===== src/rtl/div64x32_iter.sv =====
// Iterative unsigned 64-by-32 restoring divider, one quotient bit per cycle,
// with a start/busy handshake and divide-by-zero / overflow classification.
module div64x32_iter (
  input  logic        clk,
  input  logic        reset,
  input  logic        start,
  input  logic [63:0] dividend,
  input  logic [31:0] divisor,
  output logic        busy,
  output logic [31:0] quotient,
  output logic [31:0] remainder,
  output logic        div_by_zero,
  output logic        overflow
);

  typedef enum logic [1:0] {IDLE, CHECK, DIVIDE} state_t;

  state_t      state;
  logic [63:0] d;
  logic [31:0] v;
  logic [32:0] r;
  logic [31:0] q;
  logic [4:0]  cnt;

  logic [32:0] t;
  logic [32:0] diff;
  logic        take;
  logic [32:0] r_step;
  logic [31:0] q_step;

  // One restoring step: bring down the next dividend bit, subtract if it fits.
  always_comb begin
    t      = {r[31:0], q[31]};
    diff   = t - {1'b0, v};
    take   = (t >= {1'b0, v});
    r_step = take ? diff : t;
    q_step = {q[30:0], take};
  end

  always_ff @(posedge clk or negedge reset) begin
    if (!reset) begin
      state       <= IDLE;
      d           <= '0;
      v           <= '0;
      r           <= '0;
      q           <= '0;
      cnt         <= '0;
      busy        <= 1'b0;
      quotient    <= '0;
      remainder   <= '0;
      div_by_zero <= 1'b0;
      overflow    <= 1'b0;
    end else begin
      case (state)
        IDLE: begin
          if (start) begin
            d     <= dividend;
            v     <= divisor;
            busy  <= 1'b1;
            state <= CHECK;
          end
        end
        CHECK: begin
          if (v == 32'd0) begin
            quotient    <= 32'hFFFF_FFFF;
            remainder   <= d[31:0];
            div_by_zero <= 1'b1;
            overflow    <= 1'b0;
            busy        <= 1'b0;
            state       <= IDLE;
          end else if (d[63:32] >= v) begin
            // Quotient would need more than 32 bits.
            quotient    <= 32'hFFFF_FFFF;
            remainder   <= 32'h0;
            div_by_zero <= 1'b0;
            overflow    <= 1'b1;
            busy        <= 1'b0;
            state       <= IDLE;
          end else begin
            r     <= {1'b0, d[63:32]};
            q     <= d[31:0];
            cnt   <= 5'd31;
            state <= DIVIDE;
          end
        end
        DIVIDE: begin
          r   <= r_step;
          q   <= q_step;
          cnt <= cnt - 5'd1;
          if (cnt == 5'd0) begin
            quotient    <= q_step;
            remainder   <= r_step[31:0];
            div_by_zero <= 1'b0;
            overflow    <= 1'b0;
            busy        <= 1'b0;
            state       <= IDLE;
          end
        end
        default: state <= IDLE;
      endcase
    end
  end

endmodule

===== config.mk =====
export PLATFORM = sky130hd
export DESIGN_NAME = div64x32_iter
export DESIGN_NICKNAME = d
export VERILOG_FILES = /design/src/rtl/div64x32_iter.sv
export SDC_FILE = /design/constraint.sdc
export NUM_CORES = 1
export LEC_CHECK = 0
export ABC_AREA = 1
export CAP_MARGIN = 20
export CORE_AREA = 2 2 203 205
export CTS_CLUSTER_DIAMETER = 120
export DETAILED_ROUTE_END_ITERATION = 10
export DIE_AREA = 0 0 205 207
export GPL_ROUTABILITY_DRIVEN = 1
export MAX_ROUTING_LAYER = met4
export PLACE_DENSITY_LB_ADDON = 0.05
export SLEW_MARGIN = 20
export SYNTH_ARGS = -nofsm -noshare
export SYNTH_HDL_FRONTEND = slang
export SYNTH_SLANG_ARGS = --single-unit

===== constraint.sdc =====
create_clock -name clk -period 3.7 [get_ports clk]
set_input_delay 0.74 -clock clk [delete_from_list [all_inputs] [get_ports clk]]
set_output_delay 0.74 -clock clk [all_outputs]
set_load 0.01 [all_outputs]

==> flow_summary_export.csv, run 1 <==
group,metric,value,unit
min_path,holdCritPathClass,"input pin to asynchronous set/reset pin",
flow_run,drv_cap,0,
sta,setup_viol,0,
setup_path,reg2reg_to,"r[27]",
routing,vias_per_cell,4.83,
clock_tree,clkSinkCount,234,
setup_path,critPathKind,"flop to flop",
setup_path,r2r_cells,18,
sta,max_freq,348,MHz
synthesis,yosys-top-cells-area,"dfrtp_1, nand2_1, ha_1, nor2_1, inv_1",
finish,area_growth,22.7,%
sta,fin_ws,0.828,ns
routing,first_iter_violations,794,
routing,wl_per_cell,17.9,um
routing,drtAntennaViolNets,0,
clock_tree,clock_path_buffers,3,
floorplan,fp.dieW,205,um
setup_path,cp-startpoint,"v[1]",
power,combPwrFrac,0.571,
synthesis,synth_cell_types,38,
power,power.leakage,8.52,nW
global_routing,grt_start_max_net_pins,87,
clock_tree,cts_buffers,29,
routing,routed_wl,45.3,mm
setup_path,r2r_slack,0.83,ns
global_routing,antenna_found_initial,2,
power,power_density,1080,mW/mm^2
global_routing,gr-total-overflow,0,
setup_path,cp.required,4.23,ns
synthesis,synth.largest_area_cell,"dfrtp_1",
clock_tree,htreeDepth,1,
finish,fin_nets,2142,
routing,drc,0,
clock_tree,cts.clk_slew.worst_paths,0.06,ns
clock_tree,cts_tree,"yes",
finish,final_util,0.425,
power,peakVddDrop,593,uV
power,switchingPower,8.91,mW
power,internal-power,9.60,mW
sta,finalMaxSlewViolations,0,
setup_path,end_kind,"flop",
clock_tree,post_cts_resized,0,
sta,fin_crit_sh,0.776,
setup_path,start_kind,"flop",
power,swShare,0.481,
sta,hold_viol_final,0,
sta,period_minus_slack,2.87,ns
synthesis,ys_seq_elements,234,
floorplan,ioPinCount,166,
placed_design,place_congestion,0.892,
floorplan,chipHeight,207,um
synthesis,netlist_area,0.0140,sq mm
routing,dr.pass1.iters,5,
status,outcome,"finished, final reports clean",
clock_tree,post_cts_buffers,0,
global_routing,grt_pass1_vias,12300,
global_routing,track_usage,0.223,
placed_design,place_hpwl,33.9,mm
floorplan,die_area,0.0424,sq mm
sta,finalSetupTns,0,ns
power,p_seq_frac,0.269,
finish,n_fill_cell,4257,
finish,drive_gt1_frac,0.0962,
clock_tree,cts_root_buffer,"clkbuf_16",
clock_tree,postCtsHoldBufs,0,
sta,slew-limit-headroom,0.381,
setup_path,path_max_fanout,47,
placed_design,dp_slack,0.808,ns
setup_path,r2r-start,"v[1]",
routing,via_count,12200,
placed_design,portBuffers,165,
sta,rsz0062_at_grt,"false",
synthesis,ys_warn_count,0,
clock_tree,clkLatencyLatePin,0.60,ns
floorplan,core,0.0404,sq mm
synthesis,synth_cells,1829,
synthesis,yosysSeqAreaShare,0.419,
setup_path,crit_arrival,3.40,ns
synthesis,synth_top_area_frac,0.419,
synthesis,syn_area_per_cell,7.65,sq um
floorplan,initial_core_util,0.347,
sta,clock_skew,0.0300,ns
global_routing,grt_pass1_wl,71.4,mm
floorplan,row_count,74,
sta,worst_pin_slew,0.929,ns
power,power_frac_clock,0.160,
synthesis,syn_nets,1999,
## cell type report
cell class | count | area [sq um] | share of cell area
Antenna cell | 2 | 5.00 | 0.000292
Clock buffer | 38 | 820 | 0.0478
Clock inverter | 16 | 174 | 0.0101
Inverter | 201 | 754 | 0.0440
Multi-Input combinational cell | 1318 | 7000 | 0.408
Sequential cell | 234 | 5860 | 0.341
Tap cell | 532 | 666 | 0.0388
Timing Repair Buffer | 188 | 1880 | 0.110
## worst max-delay path: stages, from the launching register on
cell and delay, ns:
dfrtp_1 0.40, inv_1 0.11, ha_1 0.31, nand2_1 0.07, nor2_1 0.16, and2_1 0.15
nor2_1 0.04, nand2_1 0.07, nand2_1 0.05, nand2_1 0.14, nand2_1 0.13, nand2_1 0.16
nand2_2 0.17, nand2_2 0.11, buf_4 0.46, nand2_1 0.10, nand2_1 0.09, inv_1 0.04
nand2_1 0.04
## synthesized netlist by cell type
master and instances:
nand2_1 543, dfrtp_1 234, nor2_1 232, inv_1 197, nand3_1 94, o21ai_0 77
ha_1 70, a21oi_1 64, mux2_2 64, nand4_1 55, o21bai_1 33, clkbuf_1 30
buf_2 23, nand3_2 20, xor2_1 16, nand2_2 15, buf_4 11, buf_1 8
nor3_1 8, and2_1 6, nor2_2 6, inv_2 4, a21o_1 2, buf_12 2
o211ai_1 2, a21boi_0 1, a21oi_2 1, a31oi_1 1, buf_6 1, buf_8 1
fa_1 1, nand2_8 1, nand3_4 1, nor2_4 1, o21a_1 1, o21ai_1 1
o22ai_1 1, xnor2_1 1
## registers in the layout, summed over array words and instances (netlist names)
signal and flops:
div_by_zero 1, v 32, quotient 32, cnt 5, busy 1, r 32, q 32, remainder 32
state 2, overflow 1, d 64
## power by group through the flow
stage                     logic [mW]  clock network (mW)  registers (mW)
final                           10.6                2.96            4.97
after global placement          10.6                   0            5.02
after floorplan                 7.25                   0            4.80
after global routing            12.0                3.16            5.14
after CTS                       10.7                3.06            4.98
after detailed placement        10.7                   0            5.00
## how the worst max path moves through the flow
stage | slack [ns] | depth (start not counted) | to
global placement | 0.83 | 18 | r[27]
global route | 0.49 | 18 | r[28]
detailed placement | 0.81 | 18 | r[29]
CTS | 0.79 | 18 | r[29]
floorplan | 1.63 | 17 | r[10]
finish | 0.83 | 18 | r[27]
## cell usage in the layout (no fill, tap or decap), types with 3 or more instances in the layout
master	synthesis	final
a21oi_1	64	64
and2_1	6	6
buf_12	2	4
buf_4	11	19
bufinv_16	0	3
clkbuf_1	30	3
clkbuf_16	0	29
clkbuf_8	0	6
clkdlybuf4s50_1	0	164
clkinv_2	0	11
dfrtp_1	234	234
ha_1	70	69
inv_1	197	197
inv_2	4	4
mux2_2	64	64
nand2_1	543	541
nand2_2	15	16
nand3_1	94	94
nand3_2	20	20
nand4_1	55	55
nor2_1	232	231
nor2_2	6	7
nor3_1	8	8
o21ai_0	77	77
o21bai_1	33	33
xor2_1	16	16
## cell families (layout without fill, tap and decap cells)
| kind of cell | after synthesis | count (layout) | synth area share |
|---|---|---|---|
| buffers and inverters | 277 | 443 | 0.0830 |
| muxes | 64 | 64 | 0.0515 |
| xor gates and xnor gates | 17 | 17 | 0.0106 |
| other | 0 | 2 | 0 |
| DFF | 234 | 234 | 0.419 |
| adders and majority gates | 71 | 71 | 0.0640 |
| and+or+nand+nor | 982 | 982 | 0.299 |
| AOI/OAI and AO/OA | 184 | 184 | 0.0733 |
## stage by stage
step	area, sq um	hold slack, ns	power (mW)	instances
6_report	17200	0.110	18.5	2529
2_1_floorplan	14000	0.444	12.0	1829
5_1_grt	17200	0.163	20.3	2529
3_5_place_dp	16200	0.474	15.7	2473
3_3_place_gp	16200	0.468	15.6	2473
4_1_cts	17200	0.152	18.8	2527
## routing by layer
metal | GRT usage | share of wire | vias up
met1 | 0.312 | 0.48 | 5778
li1 | - | - | 6138
met5 | - | 0 | -
met3 | 0.0338 | 0.046 | 59
met2 | 0.338 | 0.45 | 231
met4 | 0.0518 | 0.024 | 0
No activity file was read; power rests on OpenSTA's default activity.
==> run 2: changes to the inputs <==
==> constraint.sdc (replaced) <==
create_clock -name clk -period 2.4 [get_ports clk]
set_input_delay 0.48 -clock clk [delete_from_list [all_inputs] [get_ports clk]]
set_output_delay 0.48 -clock clk [all_outputs]
set_load 0.01 [all_outputs]
==> flow_summary_export.csv, run 2 (same netlist as run 1, synthesis figures left out) <==
group,metric,value,unit
placed_design,portBuffers,165,
floorplan,fp.dieW,205,um
sta,hold_ws,0.433,ns
routing,vias_per_cell,4.82,
setup_path,r2r-start,"v[14]",
finish,seq_area,0.00586,sq mm
flow_run,drv_cap,0,
setup_path,r2r_cells,16,
floorplan,chipHeight,207,um
finish,final_util,0.513,
floorplan,row_count,74,
power,power.leakage,9.89,nW
routing,drtAntennaViolNets,0,
finish,largest_reg_flops,64,
sta,finalMaxSlewViolations,0,
sta,setup_viol,0,
routing,first_iter_violations,744,
clock_tree,clkSinkCount,234,
clock_tree,htreeDepth,1,
finish,fin_nets,2369,
setup_path,crit_arrival,2.88,ns
setup_path,path_common_cell,"nand2_4",
finish,n_fill_cell,3948,
routing,dr.pass1.iters,6,
setup_path,path_depth,16,
clock_tree,clkLatencyLatePin,0.60,ns
setup_path,crit_path_max_incr_delay,0.36,ns
finish,final_common_cell,"nand2_1",
placed_design,place_congestion,0.878,
clock_tree,cts_root_buffer,"clkbuf_16",
floorplan,ioPinCount,166,
setup_path,reg2reg_to,"r[24]",
sta,fin_crit_sh,0.979,
setup_path,cp-startpoint,"v[14]",
routing,via_count,13300,
setup_path,path_max_fanout,8,
setup_path,r2r_slack,0.05,ns
clock_tree,cts_tree,"yes",
power,power_density,1760,mW/mm^2
global_routing,grt_start_max_net_pins,99,
global_routing,antenna_found_initial,0,
sta,hold_viol_final,0,
global_routing,grt_pass1_wl,75.5,mm
setup_path,critPathKind,"flop to flop",
clock_tree,clock_path_buffers,3,
sta,finalSetupTns,0,ns
setup_path,end_kind,"flop",
setup_path,crit_chain,"inv_2 > buf_4 > ha_4 > nand2_4 > nor2_4 > nand2_2 > inv_2 > nand2_2 > nand2_4 > nand3_4 > buf_8 > nand2_8 > nand3_4 > nand2_4 > nand2_1 > nand3_1",
sta,max_freq,425,MHz
sta,slew-limit-headroom,0.615,
routing,drc,0,
power,peakVddDrop,780,uV
finish,antenna_cells,0,
clock_tree,cts.clk_slew.worst_paths,0.06,ns
setup_path,critPathBufInv,4,
finish,layout_common_cells,"nand2_1, dfrtp_1, buf_4",
finish,multi_input_area,0.00848,sq mm
sta,worst_pin_slew,0.577,ns
finish,top_register,"d",
sta,rsz0062_at_grt,"true",
floorplan,initial_core_util,0.347,
sta,clock_skew,0.0361,ns
routing,routed_wl,49.2,mm
placed_design,place_hpwl,34.5,mm
setup_path,worstSetupEndpoint,"r[24]",
global_routing,grt_pass1_vias,13400,
setup_path,cp.required,2.93,ns
sta,period_minus_slack,2.35,ns
finish,area_growth,48.0,%
floorplan,core,0.0404,sq mm
setup_path,start_kind,"flop",
routing,wl_per_cell,17.9,um
floorplan,die_area,0.0424,sq mm
setup_path,crit_family,"simple AND/OR/NAND/NOR gates",
finish,drive_gt1_frac,0.302,
status,outcome,"finished, final reports clean",
global_routing,gr-total-overflow,0,
clock_tree,cts_buffers,29,
min_path,holdCritPathClass,"input pin to asynchronous set/reset pin",
global_routing,track_usage,0.234,
setup_path,critical_path.slowest_cell,"dfrtp_1",
## run 2: where the power goes
group          total (mW)  switching (mW)  internal [mW]
Combinational        24.2            13.2           11.0
Sequential           7.68            1.58           6.10
Clock                4.61            1.87           2.74
## run 2: timing repair
action                                  in CTS  in global routing
resized for setup                          112                254
buffers inserted                             8                 30
hold buffers                                 1                  0
cloned                                       6                  6
hold endpoints to repair                    60                  0
endpoints found under the setup margin     134                137
pin swaps                                   28                 91
## run 2: final cells by class
cell class | instances | area share
clock buffers | 43 | 0.0424
clock inverters | 9 | 0.00562
inverters | 201 | 0.0370
multi-input cells | 1322 | 0.409
flip-flops and latches | 234 | 0.283
well taps | 532 | 0.0321
repair buffers | 411 | 0.190
## run 2: layer usage
layer | track usage | wire length, um | up-vias
li1 | - | - | 6597
met1 | 0.327 | 23000 | 6353
met2 | 0.362 | 22800 | 260
met3 | 0.0385 | 2700 | 44
met4 | 0.0387 | 635 | 0
met5 | - | 0 | -
## run 2: worst min path at each step
stage / start / end / slack, ns / depth (start not counted)
final: reset / v[12] / 0.43 / 2
after global routing: divisor[29] / v[29] / 0.45 / 3
after floorplan: reset / busy / 0.18 / 0
after detailed placement: q[24] / q[24] / 0.47 / 2
after global placement: quotient[23] / quotient[23] / 0.47 / 2
after CTS: divisor[29] / v[29] / 0.42 / 3
## run 2: metrics by stage
step	std cells	power, mW	instance area (sq um)	setup WS, ns
2_1_floorplan	1829	18.6	14000	0.332
3_3_place_gp	2650	26.7	17600	-0.250
3_5_place_dp	2650	26.9	17600	-0.358
4_1_cts	2717	33.6	19400	-0.00775
5_1_grt	2752	39.5	20700	-0.0571
6_report	2752	36.5	20700	0.0496
==> run 3: changes to the inputs <==
--- a/config.mk
+++ b/config.mk
@@ -7,10 +7,10 @@
 export LEC_CHECK = 0
 export ABC_AREA = 1
 export CAP_MARGIN = 20
-export CORE_AREA = 2 2 203 205
+export CORE_AREA = 2 2 234 179
 export CTS_CLUSTER_DIAMETER = 120
 export DETAILED_ROUTE_END_ITERATION = 10
-export DIE_AREA = 0 0 205 207
+export DIE_AREA = 0 0 236 181
 export GPL_ROUTABILITY_DRIVEN = 1
 export MAX_ROUTING_LAYER = met4
 export PLACE_DENSITY_LB_ADDON = 0.05
==> flow_summary_export.csv, run 3 (same netlist as run 1, synthesis figures left out) <==
group,metric,value,unit
setup_path,path_max_fanout,8,
sta,fin_ws,-0.00833,ns
global_routing,grt_start_max_net_pins,99,
flow_run,drv_cap,0,
finish,area_growth,47.4,%
sta,period_minus_slack,2.41,ns
status,outcome,"finished, violations left",
floorplan,ioPinCount,166,
clock_tree,clock_path_buffers,3,
routing,drtAntennaViolNets,0,
placed_design,place_congestion,0.913,
finish,final_common_cell,"nand2_1",
sta,hold_viol_final,0,
routing,via_count,13300,
min_path,holdCritPathClass,"input pin to asynchronous set/reset pin",
floorplan,initial_core_util,0.347,
finish,final_area,0.0206,sq mm
routing,routed_wl,50.2,mm
finish,n_fill_cell,3904,
power,power.leakage,9.95,nW
routing,vias_per_cell,4.85,
routing,wl_per_cell,18.3,um
clock_tree,cts.clk_slew.worst_paths,0.07,ns
finish,drive_gt1_frac,0.294,
sta,slew-limit-headroom,0.508,
power,power,36.6,mW
setup_path,crit_arrival,2.84,ns
floorplan,die_area,0.0427,sq mm
global_routing,grt_pass1_wl,74.1,mm
status,failed_checks,"setup timing",
clock_tree,clkLatencyLatePin,0.55,ns
global_routing,gr-total-overflow,0,
clock_tree,cts_buffers,26,
placed_design,postPlaceCellArea,0.0177,sq mm
global_routing,grt_pass1_vias,12700,
clock_tree,cts_tree,"yes",
global_routing,track_usage,0.229,
clock_tree,htreeDepth,1,
sta,rsz0062_at_grt,"true",
floorplan,row_count,64,
sta,worst_pin_slew,0.738,ns
setup_path,start_kind,"flop",
placed_design,place_hpwl,35.4,mm
sta,clock_skew,0.00963,ns
setup_path,critPathKind,"flop to flop",
sta,max_freq,415,MHz
power,peakVddDrop,773,uV
routing,dr.pass1.iters,4,
global_routing,antenna_found_initial,1,
sta,finalMaxSlewViolations,0,
setup_path,end_kind,"flop",
finish,fin_nets,2361,
clock_tree,clkSinkCount,234,
floorplan,fp.dieW,236,um
floorplan,chipHeight,181,um
finish,largest_reg_flops,64,
finish,top_register,"d",
sta,fin_crit_sh,1.00,
routing,first_iter_violations,825,
sta,finalSetupTns,-0.0298,ns
setup_path,cp.required,2.83,ns
finish,layout_common_cells,"nand2_1, dfrtp_1, nor2_1",
sta,setup_viol,8,
placed_design,portBuffers,165,
floorplan,core,0.0403,sq mm
clock_tree,cts_root_buffer,"clkbuf_16",
power,power_density,1780,mW/mm^2
routing,drc,0,
run 3: changes by cell type in the layout (fill, tap and decap cells not counted), sizes merged:
cell,change
buf,-9
clkbuf,+1
clkinv,+1
nand2,-4
diode,+1
inv,-2
run 3: layout make-up:
type,count,area (sq um),share of cell area
clock inverters,8,93.8,0.00455
flip-flops and latches,234,5860,0.284
repair buffers,410,4180,0.203
well taps,528,661,0.0320
multi-input cells,1318,8310,0.403
clock buffers,36,749,0.0363
inverters,201,767,0.0372
diodes,1,2.50,0.000121
run 3: layer usage:
metal / routed length [um] / vias to the layer above / GRT usage
li1: - / 6575 / -
met1: 25800 / 6383 / 0.337
met2: 21200 / 264 / 0.339
met3: 2060 / 51 / 0.0257
met4: 1040 / 0 / 0.0489
met5: 0 / - / -
run 3: report_power, final:
| group | switching, mW | internal [mW] | total [mW] |
|---|---|---|---|
| clock | 1.66 | 2.38 | 4.04 |
| combinational | 13.5 | 11.6 | 25.0 |
| sequential | 1.49 | 6.09 | 7.58 |
| total | 16.6 | 20.0 | 36.6 |
run 3: path summary, 6_finish.rpt:
| check | from | to | slack (ns) | cells past startpoint |
|---|---|---|---|---|
| worst max-delay path | v[23] | r[12] | -0.008 | 14 |
| min in group clk | quotient[12] | quotient[12] | 0.48 | 2 |
| worst max register to register | v[23] | r[12] | -0.008 | 14 |
| max in group asynchronous | reset | q[6] | 1.18 | 3 |
| worst min register to register | quotient[12] | quotient[12] | 0.48 | 2 |
| worst min-delay path | reset | r[18] | 0.45 | 2 |
run 3: critical path: stages (launching register included):
cell and delay (ns):
dfrtp_1 0.36, inv_2 0.08, ha_4 0.29, nand2_4 0.06, nor2_4 0.13, nand4_1 0.32, nor2_2 0.22, nand2_2 0.09
nand2_2 0.09, buf_6 0.10, a21oi_4 0.05, buf_12 0.16, clkbuf_16 0.19, nand2_4 0.06, nand3_2 0.06
run 3: timing repair:
action | 4_1_cts | 5_1_grt
gates resized for setup | 90 | 258
gates cloned | 4 | 15
endpoints found under the hold margin | 42 | 0
setup endpoints to repair | 136 | 135
pin swaps | 10 | 112
setup buffers | 5 | 21
hold buffers | 1 | 0
run 3: through the flow:
step                      hold WS [ns]  std cells  setup slack [ns]   util
after floorplan                  0.184       1829             0.332      -
after global placement           0.438       2646            -0.259  0.439
after detailed placement         0.440       2646            -0.302  0.439
after CTS                        0.451       2699           -0.0474  0.471
after global routing             0.483       2736            -0.116  0.512
final                            0.454       2736          -0.00833  0.512
